`src/rtl/match_coord_collector.sv`:
```
// Collects match coordinates and SAD scores over one frame and streams them out
// over valid/ready: ALL mode buffers every match, BEST mode keeps the lowest SAD.
module match_coord_collector #(
  parameter int unsigned X_W   = 10,
  parameter int unsigned Y_W   = 9,
  parameter int unsigned SAD_W = 16,
  parameter int unsigned DEPTH = 8,
  parameter int unsigned CNT_W = 16
) (
  input  logic             i_clk,
  input  logic             i_rst_n,
  input  logic             i_frame_start,
  input  logic             i_frame_end,
  input  logic             i_mode,
  input  logic             i_match_valid,
  input  logic [X_W-1:0]   i_match_x,
  input  logic [Y_W-1:0]   i_match_y,
  input  logic [SAD_W-1:0] i_match_sad,
  output logic             o_out_valid,
  input  logic             i_out_ready,
  output logic [X_W-1:0]   o_out_x,
  output logic [Y_W-1:0]   o_out_y,
  output logic [SAD_W-1:0] o_out_sad,
  output logic             o_busy,
  output logic             o_frame_done,
  output logic [CNT_W-1:0] o_match_count,
  output logic             o_overflow
);

  localparam int unsigned PTR_W = $clog2(DEPTH);
  localparam int unsigned OCC_W = PTR_W + 1;

  typedef struct packed {
    logic [X_W-1:0]   x;
    logic [Y_W-1:0]   y;
    logic [SAD_W-1:0] sad;
  } entry_t;

  localparam entry_t SENTINEL = '1;

  typedef enum logic [1:0] {
    S_IDLE    = 2'd0,
    S_COLLECT = 2'd1,
    S_FLUSH   = 2'd2,
    S_DRAIN   = 2'd3
  } state_t;

  state_t           r_state;
  state_t           w_next;
  entry_t           r_mem [DEPTH];
  logic [PTR_W-1:0] r_wptr;
  logic [PTR_W-1:0] r_rptr;
  logic [OCC_W-1:0] r_occ;
  logic             r_mode;
  logic             r_have_best;
  entry_t           r_best;
  logic [CNT_W-1:0] r_match_count;
  logic             r_overflow;
  logic             r_frame_done;

  logic   w_pop;
  logic   w_push;
  logic   w_drop;
  logic   w_match;
  logic   w_start;
  logic   w_full;
  logic   w_no_match;
  entry_t w_match_entry;
  entry_t w_push_data;

  assign w_match_entry = {i_match_x, i_match_y, i_match_sad};
  assign w_pop         = (r_occ != '0) && i_out_ready;
  assign w_match       = (r_state == S_COLLECT) && i_match_valid;
  assign w_start       = (r_state == S_IDLE) && i_frame_start;
  // Full is judged after a same-cycle pop, so push+pop at full still fits.
  assign w_full        = (r_occ == OCC_W'(DEPTH)) && !w_pop;
  assign w_no_match    = (r_match_count == '0);

  always_comb begin
    w_next      = r_state;
    w_push      = 1'b0;
    w_drop      = 1'b0;
    w_push_data = SENTINEL;
    case (r_state)
      S_IDLE: begin
        if (i_frame_start) w_next = S_COLLECT;
      end
      S_COLLECT: begin
        if (w_match && !r_mode) begin
          if (w_full) begin
            w_drop = 1'b1;
          end else begin
            w_push      = 1'b1;
            w_push_data = w_match_entry;
          end
        end
        if (i_frame_end) w_next = S_FLUSH;
      end
      S_FLUSH: begin
        // One-shot push of the frame result: best entry, or sentinel for an empty frame.
        w_next = S_DRAIN;
        if (r_mode) begin
          w_push      = 1'b1;
          w_push_data = w_no_match ? SENTINEL : r_best;
        end else if (w_no_match) begin
          w_push = 1'b1;
        end
      end
      S_DRAIN: begin
        if ((r_occ == '0) || ((r_occ == OCC_W'(1)) && w_pop)) w_next = S_IDLE;
      end
      default: w_next = S_IDLE;
    endcase
  end

  always_ff @(posedge i_clk or negedge i_rst_n) begin
    if (!i_rst_n) begin
      r_state       <= S_IDLE;
      r_wptr        <= '0;
      r_rptr        <= '0;
      r_occ         <= '0;
      r_mode        <= 1'b0;
      r_have_best   <= 1'b0;
      r_best        <= SENTINEL;
      r_match_count <= '0;
      r_overflow    <= 1'b0;
      r_frame_done  <= 1'b0;
    end else begin
      r_state      <= w_next;
      r_frame_done <= (r_state == S_DRAIN) && (w_next == S_IDLE);
      if (w_push) r_wptr <= r_wptr + PTR_W'(1);
      if (w_pop)  r_rptr <= r_rptr + PTR_W'(1);
      r_occ <= r_occ + OCC_W'(w_push) - OCC_W'(w_pop);
      if (w_start) begin
        r_mode        <= i_mode;
        r_have_best   <= 1'b0;
        r_best        <= SENTINEL;
        r_match_count <= '0;
        r_overflow    <= 1'b0;
      end else begin
        if (w_match && (r_match_count != '1)) r_match_count <= r_match_count + CNT_W'(1);
        if (w_drop) r_overflow <= 1'b1;
        // Strict compare: on a tie the earlier match stays.
        if (w_match && r_mode && (!r_have_best || (i_match_sad < r_best.sad))) begin
          r_best      <= w_match_entry;
          r_have_best <= 1'b1;
        end
      end
    end
  end

  // Storage array needs no reset: the head is masked to the sentinel when empty.
  always_ff @(posedge i_clk) begin
    if (w_push) r_mem[r_wptr] <= w_push_data;
  end

  assign o_out_valid   = (r_occ != '0);
  assign o_out_x       = o_out_valid ? r_mem[r_rptr].x   : SENTINEL.x;
  assign o_out_y       = o_out_valid ? r_mem[r_rptr].y   : SENTINEL.y;
  assign o_out_sad     = o_out_valid ? r_mem[r_rptr].sad : SENTINEL.sad;
  assign o_busy        = (r_state != S_IDLE);
  assign o_frame_done  = r_frame_done;
  assign o_match_count = r_match_count;
  assign o_overflow    = r_overflow;

endmodule

```
`config.mk`:
```
export PLATFORM = sky130hd
export DESIGN_NAME = match_coord_collector
export DESIGN_NICKNAME = d
export VERILOG_FILES = /design/src/rtl/match_coord_collector.sv
export SDC_FILE = /design/constraint.sdc
export NUM_CORES = 1
export LEC_CHECK = 0
export ABC_AREA = 1
export BUFFER_PORTS_ARGS = -buffer_cell sky130_fd_sc_hd__buf_2
export CAP_MARGIN = 20
export CORE_ASPECT_RATIO = 1.5
export CORE_MARGIN = 3
export CORE_UTILIZATION = 55
export CTS_CLUSTER_SIZE = 8
export DETAILED_ROUTE_END_ITERATION = 8
export PLACE_DENSITY_LB_ADDON = 0.2
export SYNTH_ARGS = -nofsm -noshare
export SYNTH_HDL_FRONTEND = slang
export SYNTH_SLANG_ARGS = --single-unit
```
`constraint.sdc`:
```
create_clock -name i_clk -period 4.4 [get_ports i_clk]
set_input_delay 0.66 -clock i_clk [delete_from_list [all_inputs] [get_ports i_clk]]
set_output_delay 0.66 -clock i_clk [all_outputs]
set_load 0.03 [all_outputs]
```
; Word level (Yosys, flattened, before mapping)
; Memories as Yosys holds them, arrays and structs flattened.
; Index checks and enable logic that the tools add are counted.
[word_totals]
output_inout_bits = 55
ramBits = 280
n_memories = 1
elab_cells = 79
regBits = 67
[classes]
muxes = 30
n_addsub = 5
reduce_logical = 24
order_cmp = 1
eq_ne = 6
[memory_table]
columns = name, words, word_bits, read_ports, rd_clocked_by_memory_dff, wr, line_no
row1 = r_mem, 8, 35, 1, 0, 1, 50  ; entry_t r_mem [DEPTH];
[op_table]
columns = op, count
row1 = 35-bit 2-to-1 mux, 6
row2 = 35-bit case mux with 2 select lines, 1
row3 = 16-bit 2-to-1 mux, 3
row4 = 16-bit by 1-bit adder with 16-bit output (second input constant), 1
row5 = 16-bit logical NOT, 1
row6 = 16-bit < comparator, 1
row7 = 16-bit inequality test (second input constant), 1
row8 = 1-bit 2-to-1 mux, 13
row9 = 1-bit logical AND, 10
row10 = 10-bit 2-to-1 mux, 1
row11 = 9-bit 2-to-1 mux, 1
row12 = 2-bit case mux with 4 select lines, 1
row13 = 2-bit nonzero test, 4
row14 = 3-bit by 1-bit adder with 3-bit output (second input constant), 2
row15 = 2-bit 2-to-1 mux, 3
row16 = 4-bit by 1-bit adder with 4-bit output, 1
row17 = 2-bit == test (second input constant), 2
row18 = 4-bit by 1-bit == test with 1-bit output (second input constant), 1
row19 = 4-bit == test (second input constant), 1
row20 = 2-bit logical NOT, 2
row21 = 4-bit logical NOT, 1
row22 = 4-bit nonzero test, 1
row23 = 4-bit by 1-bit subtractor with 4-bit output, 1
row24 = 1-bit logical NOT, 3
row25 = other kinds (3), 4

; Depth between registers and ports, before layout
; Gate-level depths: netlist (run 1).
[logic_depth]
word_depth = 9
mapped_depth = 16
ltp_nobuf = 16

; Worst setup path before layout (run 1)
; No wires, ideal clock.
[synth_timing]
kind = flip-flop to flip-flop
from = register r_match_count[0], in the netlist o_match_count[0]
to = memory r_mem[0][0] in the netlist's numbering, enable pin
t_arrival_ns = 2.958
slack_ns = 1.015
n_path_buf = 0
period_less_slack_ns = 3.385
path_stages_with_launch = 11
t_required_ns = 3.973
cell_sequence = dfrtp_1 > inv_1 > ha_1 > nand3_1 > nor2_1 > nand3_2 > nand2_1 > nand2_1 > nand2_2 > nand3_2 > nor2_1
[synth_via]
elab_chain_len = 6
[synth_lines]
columns = element, line_no
row1 = from (decl), 57  ; logic [CNT_W-1:0] r_match_count;
row2 = from (signal assigned), 141  ; if (w_match && (r_match_count != '1)) r_match_count <= r_match_count + CNT_W'(1);
row3 = 16-bit logical NOT, 77  ; assign w_no_match = (r_match_count == '0);
row4 = 1-bit 2-to-1 mux, 105  ; end else if (w_no_match) begin
row5 = 1-bit 2-to-1 mux, 102  ; if (r_mode) begin
row6 = 1-bit case mux with 2 select lines, 84  ; case (r_state)
row7 = 1-bit 2-to-1 mux, 154  ; if (w_push) r_mem[r_wptr] <= w_push_data;
row8 = 1-bit 2-to-1 mux (not written as such), 154
row9 = to (decl), 50
; Every way passes these cells.

; Final worst setup path (run 1)
[layout_timing]
from = register r_rptr[0]
to = output o_out_sad[3]
[layout_via]
elab_chain_len = 2
[layout_lines]
columns = element, line_no
row1 = from (decl), 52  ; logic [PTR_W-1:0] r_rptr;
row2 = from (signal assigned), 132  ; if (w_pop) r_rptr <= r_rptr + PTR_W'(1);
row3 = memory read 8 x 35 bit, --
row4 = 16-bit 2-to-1 mux, 160  ; assign o_out_sad = o_out_valid ? r_mem[r_rptr].sad : SENTINEL.sad;
row5 = to (decl), 23  ; output logic [SAD_W-1:0] o_out_sad,
; Every way passes these cells.

==> results of run 1 <==
==> state kept, by name, summed over array words and instances, names as in the netlist <==
name           cells
o_frame_done       1
r_occ              4
r_have_best        1
r_mem            280
r_wptr             3
o_match_count     16
r_rptr             3
o_overflow         1
r_best            35
r_state            2
r_mode             1
==> layer usage <==
metal	vias up	GRT usage	wire, µm
met2	455	0.4345	19500
met1	5465	0.3373	15140
met3	82	0.04523	3029
li1	5154	-	-
met5	-	0	0
met4	0	0.08545	982
==> cells in the final DEF, fill, tap and decap left out, drive strengths merged, types with 2 or more instances in the layout <==
cell type	count
o31ai	3
nand4	7
a221oi	70
or2	28
xnor2	3
or3b	35
o21ai	50
inv	61
nand3	110
a21oi	155
o21a	3
xor2	6
nor4	3
nand2	323
clkbuf	66
edfxtp	280
ha	30
dfrtp	32
dfstp	35
buf	123
nor3	13
diode	2
nor2	49
==> power by group through the flow <==
stage,logic [mW],registers [mW],clock network (mW)
after floorplan,4.15,5.00,0
final,5.81,5.07,3.27
after detailed placement,5.80,5.11,0
after global routing,6.39,5.12,3.46
after CTS,5.83,5.06,3.31
after global placement,5.67,5.10,0
==> cell type report <==
cell class	count	area, µm²
clock inverter	3	25.02
tap	346	432.9
multi-input combinational	893	4920
sequential	347	10130
antenna	2	5.005
inverter	60	227.7
timing repair buffer	123	770.7
clock buffer	66	1290
fill	2181	10160
==> logic make-up (layout without fill, tap and decap cells) <==
| logic type | Yosys count | after routing |
|---|---|---|
| fa+ha+maj | 31 | 31 |
| buf+inv | 151 | 252 |
| other cells | 0 | 2 |
| simple gates | 569 | 569 |
| flops | 347 | 347 |
| compound gates | 284 | 284 |
| xor+xnor | 9 | 9 |
==> through the flow <==
stage,total power [mW],cell area [µm²],setup WS (ns)
after floorplan,9.148,15650,1.015
after global placement,10.77,16480,1.176
after detailed placement,10.91,16480,1.126
after CTS,14.20,17800,0.5317
after global routing,14.96,17800,0.3546
final,14.16,17800,0.4871
==> path summary, 6_finish.rpt <==
check                                       from                           end  slack, ns
max                        r_rptr[0]$_DFFE_PN0P_                  o_out_sad[3]       0.49
min                                      i_rst_n  o_match_count[5]$_DFFE_PN0P_       0.16
max reg2reg                   r_mode$_DFFE_PN0P_         r_mem[2][9]$_DFFE_PP_       1.35
min reg2reg                r_best[6]$_DFFE_PN1P_         r_best[6]$_DFFE_PN1P_       0.48
max in group asynchronous                i_rst_n        r_best[25]$_DFFE_PN1P_       3.52
min in group i_clk                        i_mode            r_mode$_DFFE_PN0P_       0.34
==> results.md, run 1 <==
* Status: finished clean
* Synthesized area per cell at 11.25 µm²
* Compound-Gate Fraction of Synth Area at 0.1089
* Crit path cell chain: buf_4, a21oi_1, a221oi_1, or3b_1, buf_2
* Die Span Y at 212.6 µm
* Count leader, synth: nand2_1
* Critical path launch point type: register
* Hold crit path type: input port to asynchronous set/reset pin
* Antenna Nets Post-Route at 0
* Post-synth EDFFs at 280
* Seq/Total Area, Yosys at 0.6471
* Dominant delay contributor by cell family on the critical path: buffers and inverters
* GRT Resource Usage Total at 0.2568
* Final period utilization at 0.8893
* Largest family of logic cells by synthesized area: simple AND/OR/NAND/NOR gates
* Root buffer cell: clkbuf_16
* Finished Layout Cells at 1840
* Via Count at 11.16k
* Layout Nets at 1547
* Distinct cells, synth at 43
* Syn Nets at 1464
* Worst skew pair latency at 0.55 ns
* Adder-Cell Fraction of Synth Area at 0.02526
* Hold Buf Count CTS at 0
* Synth Area in XOR/XNOR at 0.005036
* Final setup violation count at 0
* Cell row count at 75
* Routed len/inst at 21.00 µm
* Max_cap viols at 0
* Hold Vio Cnt, Final at 0
* Mux contribution to synthesized area at 0
* Critical path required time at 3.74 ns
* Longest Clk Path Bufs at 3
* Post-route setup TNS at 0 ns
* Detailed Place HPWL at 22550 µm
* RSZ-0062 raised after global routing: false
* Share of the synthesized area in the top cell type at 0.5372
* CP arrival at 3.25 ns
* Clk sinks at 347
* Critical Path Max Stage Delay at 0.83 ns
* Largest area contributor in the netlist: edfxtp_1
* Number of global-route vias before repair at 11.18k
* Die footprint at 30560 µm²
* Slew @ Worst Pin at 0.9585 ns
* Post CTS Setup Buffer Count at 0
* Vias per std cell at 6.063
* Seq cells post-synth at 347
* PostCTS Resize Cnt at 0
* IO Count at 97
* Net Switching at 5.776 mW
* Gate power share at 0.411
* Clock Power Share at 0.231
* First-pass GRT wire length at 60760 µm
* Most common flop cell mapped by yosys: edfxtp_1
* Die width at 143.7 µm
* Simple-Gate Fraction of Synth Area at 0.1716
* Area Growth Syn to Fin at 13.76%
* Finished Core Util at 0.6367
* CTS clk-pin slew, worst paths at 0.05 ns
* Syn Inst Count at 1391
* Minimum clock period at 3.913 ns
* Drt pass-1 iters at 5
* Power Dens Cells at 795.1 nW/µm²
* YS warnings at 0
* VDD IR max at 558.8 µV
* Fmax at 255.6 MHz
* Post-synth top cells: nand2_1, edfxtp_1, a21oi_1
* Switch share at 0.4080
* WL final at 38640 µm
* Internal cell power at 8.380 mW
* Share of cells above drive strength 1 at 0.1810
* Synth Cell Area at 15650 µm²
* Final Max Tran Viols at 0
* LEAKAGE at 6.794 nW
* Ys async rst share at 0.1931
* DRC Markers at 0
* Cts bufs inserted at 49
* Endpoint class of the critical path: output pin
* Clk_skew at 0.01989 ns
* Worst Path Max Fanout at 88
* Total grt overflow at 0
* Worst hold slack at 0.1556 ns
* Initial antenna violation count at 0
* Placer Congestion at 0.8488
* Core box area at 27960 µm²
* I/O Buffers at 96
* # H-tree levels at 2
* TritonCTS clock tree: yes
* Levels on crit path at 5
* DR iter-0 viols at 823
* Worst setup path class: register to output pin
* Placed cells at 1769
* Critical-path top delay cell: dfrtp_4
* Largest net degree at the start of global routing at 89
* Flop pwr share at 0.358
* R2r worst-path depth at 7
* Slew Limit Headroom at 0.3610
* Top area cells in the synthesized netlist: edfxtp_1, nand2_1, dfstp_2, dfrtp_1, a21oi_1
* Initial Util at 0.5597
* Worst Path Buf+Inv at 2
Power figures use the tool's default switching activity.
==> inputs of run 2 (changes only) <==
Settings changed: ABC_AREA 1 to not set, CAP_MARGIN 20 to not set.
Clock period 4.4 ns to 4.3 ns, I/O delays scaled along.
==> results.md, run 2 <==
* Core box area at 26760 µm² (-4.3%)
* Seq cells post-synth at 347 (unchanged)
* TritonCTS clock tree: yes
* Largest family of logic cells by synthesized area: multiplexers
* Ant diodes at 0 (-2)
* Endpoint class of the critical path: output pin
* Final period utilization at 0.8079
* Seq/Total Area, Yosys at 0.6713 (+0.02420)
* Top area cells in the synthesized netlist: edfxtp_1, mux4_2, dfstp_2, dfrtp_1, mux2i_1
* Total Power at 13.38 mW (-5.5%)
* Root buffer cell: clkbuf_16
* Die Span Y at 208.8 µm (-1.8%)
* Wire length on met2 at 16850 µm (-14%)
* Cell row count at 73 (-2.7%)
* Post-Place Cell Area at 16030 µm² (-2.7%)
* Most common flop cell mapped by yosys: edfxtp_1
* Final Max Tran Viols at 0 (unchanged)
* Longest Clk Path Bufs at 3 (unchanged)
* Critical path launch point type: register
* Ys async rst share at 0.1931 (unchanged)
* Hold crit path type: input port to asynchronous set/reset pin
* IO Count at 97 (unchanged)
* Hold Vio Cnt, Final at 0 (unchanged)
* Met3 WL at 1927 µm (-36%)
* Placer Congestion at 0.8605 (+1.4%)
* First-pass GRT wire length at 52090 µm (-14%)
* Adder-Cell Fraction of Synth Area at 0.02621 (+0.0009449)
* Antenna Nets Post-Route at 0 (unchanged)
* Number of flip-flops in the largest register at 280 (unchanged)
* Routed len/inst at 22.56 µm (+7.4%)
* Fillers at 1874 (-14%)
* Distinct cells, synth at 50 (+16%)
* Layout Nets at 1170 (-24%)
* Clk sinks at 347 (unchanged)
* DR top layer: met4
* Drt pass-1 iters at 5 (unchanged)
* DR iter-0 viols at 657 (-20%)
* Initial antenna violation count at 0 (unchanged)
* Minimum clock period at 3.474 ns
* Final setup margin at 0.8259 ns (+0.3387 ns)
* Post CTS Setup Buffer Count at 0 (unchanged)
* Slew @ Worst Pin at 1.132 ns (+0.1731 ns)
* Power Dens Cells at 769.3 nW/µm² (-3.2%)
* DRC Markers at 0 (unchanged)
* Largest net degree at the start of global routing at 52 (-42%)
* Synth Area in XOR/XNOR at 0.01045 (+0.005413)
* Worst setup path class: register to output pin
* Final setup violation count at 0 (unchanged)
* Share of cells above drive strength 1 at 0.2739 (+0.09298)
* Share of the synthesized area in the top cell type at 0.5573 (+0.02009)
* Via Count at 8668 (-22%)
* Slew Limit Headroom at 0.2438 (-0.1172)
* WL final at 32800 µm (-15%)
* Syn Inst Count at 979 (-30%)
* Number of global-route vias before repair at 9213 (-18%)
* Hold Buf Count CTS at 0 (unchanged)
* Worst hold slack at 0.1242 ns (-0.03142 ns)
* Fmax at 287.8 MHz
* CP arrival at 2.83 ns (-0.42 ns)
* Clk_skew at 0.01563 ns (-0.004265 ns)
* Status: finished clean
* YS warnings at 0 (unchanged)
* GRT Resource Usage Total at 0.2294 (-0.02737)
* Wl on met1 at 13090 µm (-14%)
* Initial Util at 0.5637 (+0.004061)
* Total grt overflow at 0 (unchanged)
* Syn Nets at 1052 (-28%)
* # H-tree levels at 2 (unchanged)
* VDD IR max at 672.1 µV (+20%)
* LEAKAGE at 6.606 nW (-2.8%)
* Simple-Gate Fraction of Synth Area at 0.07273 (-0.09890)
* Post-synth top cells: edfxtp_1, nor2_1, o21ai_0
* Place WS at 0.8736 ns (-0.2519 ns)
* Largest area contributor in the netlist: edfxtp_1
* Critical path required time at 3.65 ns (-0.09 ns)
* Post-synth EDFFs at 280 (unchanged)
* I/O Buffers at 96 (unchanged)
* Cts bufs inserted at 49 (unchanged)
* Worst Path Max Fanout at 34 (-61%)
* Mux contribution to synthesized area at 0.1524 (+0.1524)
* Most frequent cells in the layout: edfxtp_1, nor2_1, buf_2, o21ai_0
* Count leader, synth: edfxtp_1
* Reg with most FFs: r_mem
* Die width at 141.2 µm (-1.7%)
* Vias per std cell at 5.961 (-1.7%)
* Compound-Gate Fraction of Synth Area at 0.03873 (-0.07015)
* Worst skew pair latency at 0.55 ns (about the same)
* Post-route cell area at 17390 µm² (-2.3%)
* Synth Cell Area at 15090 µm² (-3.6%)
* Synthesized area per cell at 15.41 µm² (+37%)
* CTS clk-pin slew, worst paths at 0.05 ns (about the same)
* PostCTS Resize Cnt at 0 (unchanged)
* Area Growth Syn to Fin at 15.28%
* Detailed Place HPWL at 20230 µm (-10%)
* Commonest non-fill, non-tap cell in the layout: edfxtp_1
* Die footprint at 29500 µm² (-3.5%)
* Max_cap viols at 0 (unchanged)
* RSZ-0062 raised after global routing: false
==> run 2: cell count changes in the layout (fill, tap and decap cells not counted), moves of 35 or more <==
cell | before | now
a221oi_1 | 70 | 0
a21oi_1 | 155 | 8
mux2i_1 | 0 | 70
nor2_1 | 43 | 100
or3b_1 | 35 | 0
nand2_1 | 314 | 60
mux4_2 | 0 | 70
nand3_1 | 106 | 42
o21ai_0 | 35 | 75
==> run 2: stage by stage <==
step / setup TNS [ns] / instances / util
2_1_floorplan: -19.48 / 979 / -
3_3_place_gp: 0 / 1383 / 0.5991
3_5_place_dp: 0 / 1383 / 0.5991
4_1_cts: 0 / 1454 / 0.6499
5_1_grt: 0 / 1454 / 0.6499
6_report: 0 / 1454 / 0.6499
==> run 2: worst max-delay path, stage by stage (launching register included) <==
cell     delay [ns]
dfrtp_4        0.79
buf_12         0.35
mux4_2         0.56
mux2i_1        0.24
nand2_1        0.10
buf_2          0.21
==> run 2: cells by family after synthesis <==
group | after synthesis
flops | 347
compound gates | 101
fa+ha+maj | 31
simple gates | 248
buf+inv | 92
mux | 142
xor+xnor | 18
==> run 2: final timing paths <==
path,from,cells past startpoint,slack [ns],endpoint
min reg2reg,r_best[19]$_DFFE_PN1P_,2,0.52,r_best[19]$_DFFE_PN1P_
max,r_rptr[0]$_DFFE_PN0P_,5,0.83,o_out_sad[14]
min in group i_clk,i_mode,3,0.29,r_mode$_DFFE_PN0P_
max in group asynchronous,i_rst_n,2,3.37,r_best[19]$_DFFE_PN1P_
min,i_rst_n,1,0.12,r_rptr[0]$_DFFE_PN0P_
max reg2reg,r_state[1]$_DFF_PN0_,10,0.95,r_mem[5][3]$_DFFE_PP_
==> run 2: power by group <==
part / switching [mW] / internal (mW)
Sequential: 0.313 / 4.83
Clock: 1.30 / 2.12
Combinational: 3.16 / 1.66
==> run 2: layout make-up <==
cell class	instances	area [µm²]	area share
Sequential cell	347	10130	0.5827
Multi-Input combinational cell	540	4601	0.2645
Clock buffer	69	1344	0.07726
Timing Repair Buffer	125	748.2	0.04302
Tap cell	337	421.7	0.02424
Inverter	34	127.6	0.007338
Clock inverter	2	16.27	0.0009352
==> run 2: routing by layer <==
layer  up-vias  GRT usage
li1       3920          -
met1      4388     0.3020
met2       285     0.3905
met3        75    0.04029
met4         0    0.07322
met5         -          0
